<file path="config.mk">
export PLATFORM = sky130hd
export DESIGN_NAME = spi_master_controller
export DESIGN_NICKNAME = d
export VERILOG_FILES = /design/src/rtl/spi_master_controller.sv
export SDC_FILE = /design/constraint.sdc
export NUM_CORES = 1
export LEC_CHECK = 0
export ABC_AREA = 1
export CORE_MARGIN = 4
export CORE_UTILIZATION = 63
export DETAILED_ROUTE_END_ITERATION = 6
export DONT_BUFFER_PORTS = 1
export PLACE_DENSITY_LB_ADDON = 0.08
export SYNTH_ARGS = -nofsm -noshare
export SYNTH_HDL_FRONTEND = slang
export SYNTH_SLANG_ARGS = --single-unit
</file>
<file path="constraint.sdc">
create_clock -name sys_clk -period 2.11 [get_ports sys_clk]
set_clock_uncertainty 0.1 [all_clocks]
set_input_delay 0.422 -clock sys_clk [delete_from_list [all_inputs] [get_ports sys_clk]]
set_output_delay 0.422 -clock sys_clk [all_outputs]
set_load 0.01 [all_outputs]
</file>
<file path="src/rtl/spi_master_controller.sv">
// Mode-0 SPI initiator: frames one CMD / ADDR / DUMMY / DATA transaction per valid/ready request.
// Optional SPI_MASTER_BURST_EN adds multi-word DATA bursts (req_len, wdata_valid/wdata_ready).
module spi_master_controller #(
  parameter int CLK_DIV    = 2,
  parameter int ADDR_WIDTH = 12,
  parameter int DATA_WIDTH = 8
) (
  input  logic                  sys_clk,
  input  logic                  sys_rst,
  input  logic                  req_valid,
  output logic                  req_ready,
  input  logic [7:0]            req_cmd,
  input  logic                  req_has_addr,
  input  logic [ADDR_WIDTH-1:0] req_addr,
  input  logic [7:0]            req_dummy,
  input  logic                  req_read,
  input  logic [DATA_WIDTH-1:0] req_wdata,
`ifdef SPI_MASTER_BURST_EN
  input  logic [7:0]            req_len,
  input  logic                  wdata_valid,
  output logic                  wdata_ready,
`endif
  output logic                  rsp_valid,
  output logic [DATA_WIDTH-1:0] rsp_rdata,
  output logic                  busy,
  output logic                  sclk,
  output logic                  cs,
  output logic                  mosi,
  input  logic                  miso
);

  localparam int SW0 = (ADDR_WIDTH > 8) ? ADDR_WIDTH : 8;
  localparam int SW  = (DATA_WIDTH > SW0) ? DATA_WIDTH : SW0;

  typedef enum logic [2:0] {IDLE, SETUP, CMD, ADDR, DUMMY, DATA, HOLD, GAP} state_t;
  state_t state_q, state_d, nxt_phase;

  logic [7:0]            div_cnt;
  logic [15:0]           bit_cnt;
  logic [SW-1:0]         tx_sr;     // bits still to go out after the one on mosi
  logic [DATA_WIDTH-1:0] rx_sr;
  logic                  sh_has_addr, sh_read;
  logic [ADDR_WIDTH-1:0] sh_addr;
  logic [7:0]            sh_dummy;
  logic [DATA_WIDTH-1:0] sh_wdata;
  logic                  stall, more_words;
  logic                  tick, shifting, rise, fall, phase_end, quiet;

`ifdef SPI_MASTER_BURST_EN
  logic [7:0] word_cnt;
  logic       rx_pend;
  assign more_words  = (word_cnt != 8'd0);
  assign wdata_ready = (state_q == DATA) && !sh_read && more_words && (phase_end || stall);
`else
  assign stall      = 1'b0;
  assign more_words = 1'b0;
`endif

  assign shifting  = (state_q == CMD) || (state_q == ADDR) || (state_q == DUMMY) || (state_q == DATA);
  assign tick      = (state_q != IDLE) && !stall && (div_cnt == 8'(CLK_DIV - 1));
  assign rise      = tick && shifting && !sclk;
  assign fall      = tick && shifting && sclk;
  assign phase_end = fall && (bit_cnt == 16'd1);
  assign quiet     = (state_q == DUMMY) || ((state_q == DATA) && sh_read);

  always_comb begin
    nxt_phase = HOLD;
    case (state_q)
      CMD:     nxt_phase = sh_has_addr ? ADDR : ((sh_dummy != 8'd0) ? DUMMY : DATA);
      ADDR:    nxt_phase = (sh_dummy != 8'd0) ? DUMMY : DATA;
      DUMMY:   nxt_phase = DATA;
      DATA:    nxt_phase = more_words ? DATA : HOLD;
      default: nxt_phase = HOLD;
    endcase
    state_d = state_q;
    case (state_q)
      IDLE:                   if (req_valid && req_ready) state_d = SETUP;
      SETUP:                  if (tick) state_d = CMD;
      CMD, ADDR, DUMMY, DATA: if (phase_end) state_d = nxt_phase;
      HOLD:                   if (tick) state_d = GAP;
      GAP:                    if (tick) state_d = IDLE;
      default:                state_d = IDLE;
    endcase
  end

  always_ff @(posedge sys_clk) begin
    if (sys_rst) begin
      state_q     <= IDLE;
      div_cnt     <= '0;
      bit_cnt     <= '0;
      tx_sr       <= '0;
      rx_sr       <= '0;
      sh_has_addr <= 1'b0;
      sh_read     <= 1'b0;
      sh_addr     <= '0;
      sh_dummy    <= '0;
      sh_wdata    <= '0;
      req_ready   <= 1'b1;
      busy        <= 1'b0;
      rsp_valid   <= 1'b0;
      rsp_rdata   <= '0;
      sclk        <= 1'b0;
      cs          <= 1'b1;
      mosi        <= 1'b0;
`ifdef SPI_MASTER_BURST_EN
      word_cnt    <= '0;
      rx_pend     <= 1'b0;
      stall       <= 1'b0;
`endif
    end else begin
      state_q   <= state_d;
      rsp_valid <= 1'b0;
      if (state_q == IDLE || stall || tick) div_cnt <= '0;
      else                                  div_cnt <= div_cnt + 8'd1;
      case (state_q)
        IDLE: if (req_valid && req_ready) begin
          sh_has_addr <= req_has_addr;
          sh_read     <= req_read;
          sh_addr     <= req_addr;
          sh_dummy    <= req_dummy;
          sh_wdata    <= req_wdata;
          tx_sr       <= SW'(req_cmd) << (SW - 8 + 1);
          mosi        <= req_cmd[7];
          bit_cnt     <= 16'd8;
          cs          <= 1'b0;
          req_ready   <= 1'b0;
          busy        <= 1'b1;
`ifdef SPI_MASTER_BURST_EN
          word_cnt    <= req_len;
`endif
        end
        CMD, ADDR, DUMMY, DATA: begin
          if (rise) begin
            sclk <= 1'b1;
            if (state_q == DATA && sh_read) begin
              rx_sr <= DATA_WIDTH'({rx_sr, miso});
`ifdef SPI_MASTER_BURST_EN
              // previous burst word is complete until this edge shifts in the next one
              if (rx_pend) begin
                rsp_rdata <= rx_sr;
                rsp_valid <= 1'b1;
                rx_pend   <= 1'b0;
              end
`endif
            end
          end
          if (fall) begin
            sclk <= 1'b0;
            if (bit_cnt == 16'd1) begin
              bit_cnt <= 16'(DATA_WIDTH);
              mosi    <= 1'b0;
              case (nxt_phase)
                ADDR: begin
                  tx_sr   <= SW'(sh_addr) << (SW - ADDR_WIDTH + 1);
                  mosi    <= sh_addr[ADDR_WIDTH-1];
                  bit_cnt <= 16'(ADDR_WIDTH);
                end
                DUMMY: bit_cnt <= 16'(sh_dummy);
                DATA: begin
`ifdef SPI_MASTER_BURST_EN
                  if (state_q == DATA) begin
                    word_cnt <= word_cnt - 8'd1;
                    if (sh_read) rx_pend <= 1'b1;
                    else if (wdata_valid) begin
                      tx_sr <= SW'(req_wdata) << (SW - DATA_WIDTH + 1);
                      mosi  <= req_wdata[DATA_WIDTH-1];
                    end else stall <= 1'b1;
                  end else
`endif
                  begin
                    tx_sr <= SW'(sh_wdata) << (SW - DATA_WIDTH + 1);
                    mosi  <= !sh_read && sh_wdata[DATA_WIDTH-1];
                  end
                end
                default: ;
              endcase
            end else begin
              tx_sr   <= tx_sr << 1;
              mosi    <= !quiet && tx_sr[SW-1];
              bit_cnt <= bit_cnt - 16'd1;
            end
          end
`ifdef SPI_MASTER_BURST_EN
          if (stall && wdata_valid) begin
            tx_sr <= SW'(req_wdata) << (SW - DATA_WIDTH + 1);
            mosi  <= req_wdata[DATA_WIDTH-1];
            stall <= 1'b0;
          end
`endif
        end
        HOLD: if (tick) begin
          cs <= 1'b1;
          if (sh_read) begin
            rsp_rdata <= rx_sr;
            rsp_valid <= 1'b1;
          end
        end
        GAP: if (tick) begin
          req_ready <= 1'b1;
          busy      <= 1'b0;
        end
        default: ;
      endcase
    end
  end

endmodule

</file>
==> impl_metrics.toml, run 1 <==
[global_route]
number_of_global_route_vias_before_repair = 3933
globalRouteOverflowTotal = 0
gr-usage-all-layers_pct = 24.7
grt_first_pass_wirelength_mm = 17.3
grt_max_degree = 53
initial_antenna_violation_count = 1

[cells_and_area]
final_net_count = 735
area_growth_syn_to_layout_pct = 6.87
fin_cells = 791
final_layout_size_suffix_gt1_share_pct = 7.93
fillerInstances = 620

[sta]
final-setup-viol-count = 0
fin_tns_setup_ns = 0
hold_viol = 0
period_share_pct = 89.6
rsz_0062_raised_after_global_routing = "false"
timing_worst_slew_pin_value_ns = 0.415
max-slew-margin-rel_pct = 72.3
final_max_slew_viol_count = 0
max_freq_mhz = 529
setup_slack_ns = 0.220
timing.final.crit_period_ns = 1.89

[route]
num_vias = 4188
detailedRoute.firstIterationViolations = 244
detail_route.vias_per_cell = 5.29
post_drt_wl_per_cell_um = 12.8
route.antenna.remaining_nets = 0
drc = 0
wl_mm = 10.1
drt_pre_antenna_iters = 5

[synth]
yosys.area.top_type = "sky130_fd_sc_hd__dfxtp_1"
synth-seq-cells = 90
ys_async_sr_fraction_pct = 0
netlist_area_um2 = 4480
dominantRegCellSynth = "sky130_fd_sc_hd__dfxtp_1"
synth-edff-count = 0
synth.net_count = 735
gate_count_after_technology_mapping = 689
synth.lib_cells_used.distinct = 29
synth.yosys.warnings = 0
avgSynthCellArea_um2 = 6.50
netlist_top_cells_count = "sky130_fd_sc_hd__nand2_1, sky130_fd_sc_hd__nor2_1, sky130_fd_sc_hd__inv_1"
synthTopCellsByArea = "sky130_fd_sc_hd__dfxtp_1, sky130_fd_sc_hd__nand2_1, sky130_fd_sc_hd__nor2_1"
seq_area_frac_synth_pct = 40.2
synth_most_common_cell = "sky130_fd_sc_hd__nand2_1"
synth_top_area_share_pct = 40.2

[power_and_ir_drop]
cellLeakagePower_nw = 2.16
irDropWorstVdd_uv = 815
ratio_of_total_power_to_cell_area_nw_per_um2 = 1520

[hold_path]
timing.hold.worst.class = "in -> reg"
hold_path_depth = 1

[worst_setup_path]
crit_family = "simple AND/OR/NAND/NOR gates"
crit_chain = "inv_2 > nand2_1 > nand2_2 > inv_2 > nand2_2 > nand2_2 > inv_2 > nand2_1 > buf_4 > nand2_1 > nand2_1 > nor2_1"
critPathLaunchType = "flip-flop"
timing.critical_path.required_ns = 2.28
rr_worst_depth = 12
critPathSlowestCell = "sky130_fd_sc_hd__dfxtp_1"
timing.critical_path.buf_inv = 4
critical_path_depth = 12
crit_path_end_kind = "flip-flop"
critPathMostFrequentCell = "sky130_fd_sc_hd__nand2_1"
worstPathMaxFanout = 20
critPathKind = "reg -> reg"
critical_path_data_arrival_time_ns = 2.06
slowest_delay_ns = 0.44

[clock_tree]
cts_h_tree_depth = 3
cts-buffers-inserted = 9
tritoncts_clock_tree = "done"
clk-insertion-delay-late_ns = 0.37
clockBufferDepth = 2
cts_sinks = 90
post_cts_buffers = 0
clk_root_buffer_cell = "sky130_fd_sc_hd__clkbuf_8"
clkTransAtPathRegs_ns = 0.09

[die]
floorplan.initialDensity_pct = 65.5
design.portCount = 56
chipHeight_um = 92.3
placeableCoreArea_um2 = 6830
die_x_um = 92.3
design.die.area_um2 = 8520
floorplan.rows = 30

[placed_design]
place_inst = 774
place_worst_setup_slack_ns = 0.238
hpwl_mm = 7.45
numPortBuffers = 0
place.gp.congestion = 0.878

[flow_run]
maxCapViolCount = 0

[status]
outcome = "complete, no violations"
[cells in the final DEF (no fill, tap or decap), drive strengths merged]
| cell type | count |
|---|---|
| nand2 | 160 |
| clkbuf | 10 |
| nor3 | 5 |
| dfxtp | 90 |
| o211ai | 4 |
| nand3b | 1 |
| o21ai | 60 |
| nor2 | 105 |
| clkinv | 2 |
| xor2 | 3 |
| a21oi | 60 |
| xnor2 | 2 |
| clkinvlp | 2 |
| nand3 | 59 |
| ha | 4 |
| buf | 14 |
| inv | 104 |
| or2 | 1 |
| nand4 | 6 |
| a31oi | 1 |
| diode | 1 |
| bufinv | 1 |
[power by group]
| part | switching (W) | internal [W] |
|---|---|---|
| combinational | 0.00232 | 0.00123 |
| sequential | 0.000368 | 0.00217 |
| clock | 0.000636 | 0.000562 |
| total | 0.00333 | 0.00396 |
[flip-flops by register name (all words and copies together) (netlist names), 3 cells and up]
register	flops
bit_cnt	16
div_cnt	8
rsp_rdata	8
rx_sr	8
sh_addr	12
sh_dummy	8
sh_wdata	8
state_q	3
tx_sr	11
[worst paths after layout]
path | start | endpoint | slack [ns]
worst min register to register | sh_addr[2]$_SDFFE_PP0P_ | sh_addr[2]$_SDFFE_PP0P_ | 0.36
worst max-delay path | state_q[2]$_SDFFE_PP0P_ | tx_sr[9]$_SDFFE_PP0P_ | 0.22
worst max register to register | state_q[2]$_SDFFE_PP0P_ | tx_sr[9]$_SDFFE_PP0P_ | 0.22
worst min-delay path | sys_rst | bit_cnt[7]$_SDFFE_PP0P_ | 0.02
[metrics by stage]
step	util [%]	total power (W)	area [um^2]	hold WS, ns
3_3_place_gp	67.0	0.00594	4580	0.334
6_report	70.1	0.00729	4790	0.0180
4_1_cts	70.0	0.00727	4780	0.00445
5_1_grt	70.1	0.00796	4790	0.00213
2_1_floorplan	-	0.00531	4480	0.324
3_5_place_dp	67.0	0.00607	4580	0.345
[kinds of logic after synthesis]
family	Yosys count	synth area share [%]
xor gates and xnor gates	5	0.978
DFF	90	40.2
adders and majority gates	4	1.12
AOI/OAI and AO/OA	125	14.3
and+or+nand+nor	337	32.0
buffers and inverters	128	11.4
[metal layers]
metal | vias to the layer above | GRT usage (%) | part of all wire [%]
li1 | 2163 | - | -
met1 | 1900 | 31.3 | 44
met2 | 104 | 40.4 | 48
met3 | 21 | 5.77 | 5.4
met4 | 0 | 10.4 | 2.3
met5 | - | 0 | 0
[layout make-up]
type                    instances  area (um^2)  share of cell area, %
diodes                          1         2.50                 0.0523
clock buffers                  10          128                   2.67
clock inverters                 6         73.8                   1.54
inverters                     103          387                   8.08
multi-input cells             471         2170                   45.3
flip-flops and latches         90         1800                   37.6
well taps                      96          120                   2.51
repair buffers                 14          105                   2.20
[repair_timing]
| action | in CTS | in global routing |
|---|---|---|
| resized for setup | 0 | 1 |
| setup endpoints to repair | 0 | 1 |
| hold buffers | 0 | 0 |
No activity file was read; power rests on OpenSTA's default activity.
==> inputs of run 2 (changes only) <==
Settings changed: CELL_PAD_IN_SITES_DETAIL_PLACEMENT set to 1, CELL_PAD_IN_SITES_GLOBAL_PLACEMENT set to 2, CORE_UTILIZATION 63 to 34.
==> impl_metrics.toml, run 2 (same netlist as run 1, synthesis figures left out) <==
[status]
outcome = "complete, no violations"

[cells_and_area]
area_growth_syn_to_layout_pct = 12.3
layout_commonest_cell = "sky130_fd_sc_hd__nand2_1"
fin_util_pct = 39.4
largest_register_ffs = 16
num_antenna_cells = 0
top_regs = "bit_cnt: 16 flops, sh_addr: 12 flops, tx_sr: 11 flops"
final_net_count = 738
layout.cells.most_common_list = "sky130_fd_sc_hd__nand2_1, sky130_fd_sc_hd__nor2_1, sky130_fd_sc_hd__inv_1"
regMostFlops = "bit_cnt"
final_layout_size_suffix_gt1_share_pct = 8.76
fillerInstances = 1676

[global_route]
globalRouteOverflowTotal = 0
gr-usage-all-layers_pct = 18.0
initial_antenna_violation_count = 1
grt_max_degree = 51
number_of_global_route_vias_before_repair = 4382
grt_first_pass_wirelength_mm = 21.4

[die]
die_x_um = 123
design.portCount = 56
floorplan.rows = 41
placeableCoreArea_um2 = 12800
design.die.area_um2 = 15100
chipHeight_um = 123
floorplan.initialDensity_pct = 35.1

[worst_setup_path]
worstPathMaxFanout = 20
critPathSlowestCell = "sky130_fd_sc_hd__dfxtp_1"
reg2reg_slack_ns = 0.20
slowest_delay_ns = 0.38
crit-reg2reg-launch = "state_q[1]$_SDFFE_PP0P_"
crit_path_end_kind = "flip-flop"
critPathKind = "reg -> reg"
r2r_end = "tx_sr[6]$_SDFFE_PP0P_"
critical_path_data_arrival_time_ns = 2.05
crit_chain = "nor2_1 > nand2_1 > inv_2 > nand3_4 > nand2_2 > nand2_2 > inv_4 > nand2_1 > buf_12 > nor2_1 > nor2_1"
critPathLaunchType = "flip-flop"
timing.critical_path.required_ns = 2.25
critPathMostFrequentCell = "sky130_fd_sc_hd__nor2_1"
rr_worst_depth = 11

[clock_tree]
clockBufferDepth = 2
clkTransAtPathRegs_ns = 0.07
cts-buffers-inserted = 9
clk_root_buffer_cell = "sky130_fd_sc_hd__clkbuf_16"
clk-insertion-delay-late_ns = 0.34
tritoncts_clock_tree = "done"
cts_sinks = 90
cts_hold_buf = 0
cts_h_tree_depth = 3

[sta]
final_max_slew_viol_count = 0
timing.final.crit_period_ns = 1.91
hold_viol = 0
max_freq_mhz = 523
period_share_pct = 90.6
final-setup-viol-count = 0
max-slew-margin-rel_pct = 69.1
timing_worst_slew_pin_value_ns = 0.463
fin_hold_ws_ns = 0.0400

[hold_path]
worst_hold_startpoint = "sys_rst"
hold_path_depth = 1
timing.hold.worst.class = "in -> reg"
worst_case_hold_path_end_point = "sclk$_SDFFE_PP0P_"

[route]
detailedRoute.firstIterationViolations = 167
route.antenna.remaining_nets = 0
drc = 0
detail_route.vias_per_cell = 4.88
drt_pre_antenna_iters = 4
num_vias = 4233
wl_mm = 12.9
post_drt_wl_per_cell_um = 14.9

[power_and_ir_drop]
power.total_w = 0.00793
irDropWorstVdd_uv = 479
ratio_of_total_power_to_cell_area_nw_per_um2 = 1580
cellLeakagePower_nw = 2.22

[placed_design]
numPortBuffers = 0
place.gp.congestion = 0.778
hpwl_mm = 9.75

[flow_run]
maxCapViolCount = 0
==> run 2: worst max-delay path by stage <==
stage                                  startpoint                        end  slack [ns]  cells after the start
after detailed placement  state_q[1]$_SDFFE_PP0P_  rsp_rdata[2]$_SDFFE_PP0P_        0.11                      7
after floorplan             div_cnt[0]$_SDFF_PP0_     tx_sr[10]$_SDFFE_PP0P_        0.43                     11
after CTS                 state_q[1]$_SDFFE_PP0P_   bit_cnt[15]$_SDFFE_PP0P_        0.11                     10
final                     state_q[1]$_SDFFE_PP0P_      tx_sr[6]$_SDFFE_PP0P_        0.20                     11
after global routing        div_cnt[0]$_SDFF_PP0_      rx_sr[3]$_SDFFE_PP0P_      -0.006                     11
after global placement    state_q[1]$_SDFFE_PP0P_  rsp_rdata[3]$_SDFFE_PP0P_        0.14                      7
==> run 2: final cells by class <==
cell class              instances  area, um^2  share of cell area, %
clock buffers                  12         256                   5.10
repair buffers                 17         156                   3.11
inverters                     103         393                   7.81
multi-input cells             471        2180                   43.4
flip-flops and latches         90        1800                   35.8
clock inverters                 3        22.5                  0.448
well taps                     172         215                   4.28
==> run 2: per-layer routing <==
layer	vias up	global-route usage (%)	wire length, um
met2	41	29.7	6030
met1	2003	23.3	6210
met4	2	7.00	241
met3	16	3.55	399
met5	-	0	13
li1	2171	-	-
==> run 2: where the power goes <==
group	internal, W	leakage, nW	switching (W)	total, W
clock network	0.000862	0.139	0.000693	0.00156
registers	0.00217	0.736	0.000364	0.00254
logic	0.00132	1.34	0.00251	0.00384
total	0.00436	2.22	0.00357	0.00793
==> run 2: stage by stage <==
step	instance area [um^2]	setup slack (ns)	cells	setup TNS (ns)
final	5030	0.199	868	0
after global routing	5030	-0.00566	868	-0.00566
after CTS	5000	0.107	868	0
after detailed placement	4720	0.115	853	0
after global placement	4720	0.142	853	0
after floorplan	4480	0.425	689	0
==> run 2: worst max-delay path: cells and delay by family, from the launching register on <==
family | cells | cell delay [ns]
DFF | 1 | 0.38
buffers and inverters | 3 | 0.39
and+or+nand+nor | 8 | 0.93
==> run 2: repair_timing <==
item / CTS / global route
endpoints found under the hold margin: 0 / 0
setup buffers: 0 / 0
resized for setup: 0 / 8
endpoints found under the setup margin: 0 / 36
==> inputs of run 3 (changes only) <==
Settings changed: MAX_ROUTING_LAYER set to met4, SKIP_LAST_GASP set to 1.
==> impl_metrics.toml, run 3 (same netlist as run 1, synthesis figures left out) <==
[status]
outcome = "complete, no violations"

[clock_tree]
cts-buffers-inserted = 9
cts_sinks = 90
clk_root_buffer_cell = "sky130_fd_sc_hd__clkbuf_16"
clkTransAtPathRegs_ns = 0.07
cts_h_tree_depth = 3
clk-insertion-delay-late_ns = 0.34
tritoncts_clock_tree = "done"
clockBufferDepth = 2
post_cts_buffers = 0

[worst_setup_path]
worstPathMaxFanout = 20
critical_path_data_arrival_time_ns = 2.05
critPathLaunchType = "flip-flop"
crit-reg2reg-launch = "state_q[1]$_SDFFE_PP0P_"
crit_path_end_kind = "flip-flop"
timing.critical_path.required_ns = 2.25
startpoint = "state_q[1]$_SDFFE_PP0P_"
rr_worst_depth = 11
critPathKind = "reg -> reg"

[sta]
rsz_0062_raised_after_global_routing = "false"
timing_worst_slew_pin_value_ns = 0.465
max_freq_mhz = 523
period_share_pct = 90.5
fin_tns_setup_ns = 0
timing.final.crit_period_ns = 1.91
final_max_slew_viol_count = 0
max-slew-margin-rel_pct = 69.0
setup_slack_ns = 0.200
final-setup-viol-count = 0
hold_viol = 0

[die]
placeableCoreArea_um2 = 12800
floorplan.rows = 41
design.die.area_um2 = 15100
floorplan.initialDensity_pct = 35.1
chipHeight_um = 123
design.portCount = 56
die_x_um = 123

[global_route]
grt_first_pass_wirelength_mm = 21.4
initial_antenna_violation_count = 1
grt_max_degree = 51
number_of_global_route_vias_before_repair = 4389
gr-usage-all-layers_pct = 18.6
globalRouteOverflowTotal = 0

[route]
drt_pre_antenna_iters = 4
route.antenna.remaining_nets = 0
num_vias = 4242
wl_mm = 12.9
detailedRoute.firstIterationViolations = 169
detail_route.vias_per_cell = 4.88
post_drt_wl_per_cell_um = 14.8
drc = 0

[cells_and_area]
regMostFlops = "bit_cnt"
layout.cell_area.non_filler_um2 = 5030
final_layout_size_suffix_gt1_share_pct = 8.76
layout.cells.most_common_list = "sky130_fd_sc_hd__nand2_1, sky130_fd_sc_hd__nor2_1, sky130_fd_sc_hd__inv_1"
largest_register_ffs = 16
layout_commonest_cell = "sky130_fd_sc_hd__nand2_1"
area_growth_syn_to_layout_pct = 12.3
final_net_count = 738
top_regs = "bit_cnt: 16 flops, sh_addr: 12 flops, tx_sr: 11 flops"

[power_and_ir_drop]
power.total_w = 0.00793
irDropWorstVdd_uv = 479
cellLeakagePower_nw = 2.22
ratio_of_total_power_to_cell_area_nw_per_um2 = 1580

[hold_path]
worst_hold_startpoint = "sys_rst"
hold_path_depth = 1
timing.hold.worst.class = "in -> reg"

[placed_design]
hpwl_mm = 9.75
place_worst_setup_slack_ns = 0.115
place.gp.congestion = 0.789
numPortBuffers = 0
placedInstanceArea_um2 = 4720

[flow_run]
maxCapViolCount = 0
==> run 3: cell count changes in the layout (fill, tap and decap cells not counted) <==
cell                      delta
sky130_fd_sc_hd__diode_2     +1
==> run 3: metrics by stage <==
| step | util (%) | std cells | hold slack [ns] |
|---|---|---|---|
| after detailed placement | 37.0 | 853 | 0.348 |
| after global placement | 37.0 | 853 | 0.340 |
| after global routing | 39.4 | 869 | 0.0198 |
| after CTS | 39.2 | 868 | 0.0248 |
| final | 39.4 | 869 | 0.0404 |
| after floorplan | - | 689 | 0.324 |
==> run 3: routing by layer <==
layer  global-route usage, %  wire (um)  share of wire, %  vias to the layer above
met5                       -          0                 0                        -
met4                    7.00        240               1.9                        0
met3                    3.41        390               3.0                       14
met2                    29.7       6060                47                       42
met1                    23.4       6190                48                     2009
li1                        -          -                 -                     2177
==> run 3: critical path, stage by stage (launching register included) <==
cell	delay [ns]
sky130_fd_sc_hd__dfxtp_1	0.38
sky130_fd_sc_hd__nor2_1	0.14
sky130_fd_sc_hd__nand2_1	0.11
sky130_fd_sc_hd__inv_2	0.11
sky130_fd_sc_hd__nand3_4	0.18
sky130_fd_sc_hd__nand2_2	0.15
sky130_fd_sc_hd__nand2_2	0.08
sky130_fd_sc_hd__inv_4	0.12
sky130_fd_sc_hd__nand2_1	0.10
sky130_fd_sc_hd__buf_12	0.16
sky130_fd_sc_hd__nor2_1	0.12
sky130_fd_sc_hd__nor2_1	0.05
==> run 3: repair_timing <==
action | CTS | global route
hold endpoints to repair | 0 | 0
resized for setup | 0 | 8
setup endpoints to repair | 0 | 36
hold buffers | 0 | 0
==> run 3: final cells by class <==
type                       instances  area [um^2]
inverter                         103          393
clock buffer                      12          256
multi-input combinational        471         2180
fill                            1677         7740
sequential                        90         1800
clock inverter                     3         22.5
tap                              172          215
timing repair buffer              17          156
antenna                            1         2.50
==> run 3: worst paths after layout <==
path                                                 to  slack, ns
worst max-delay path              tx_sr[6]$_SDFFE_PP0P_       0.20
worst min-delay path                  sclk$_SDFFE_PP0P_       0.04
worst max register to register    tx_sr[6]$_SDFFE_PP0P_       0.20
worst min register to register  sh_addr[0]$_SDFFE_PP0P_       0.35
==> run 3: report_power, final <==
group	switching (W)	internal (W)	total (W)
Combinational	0.00251	0.00132	0.00384
Clock	0.000690	0.000862	0.00155
Sequential	0.000364	0.00217	0.00254
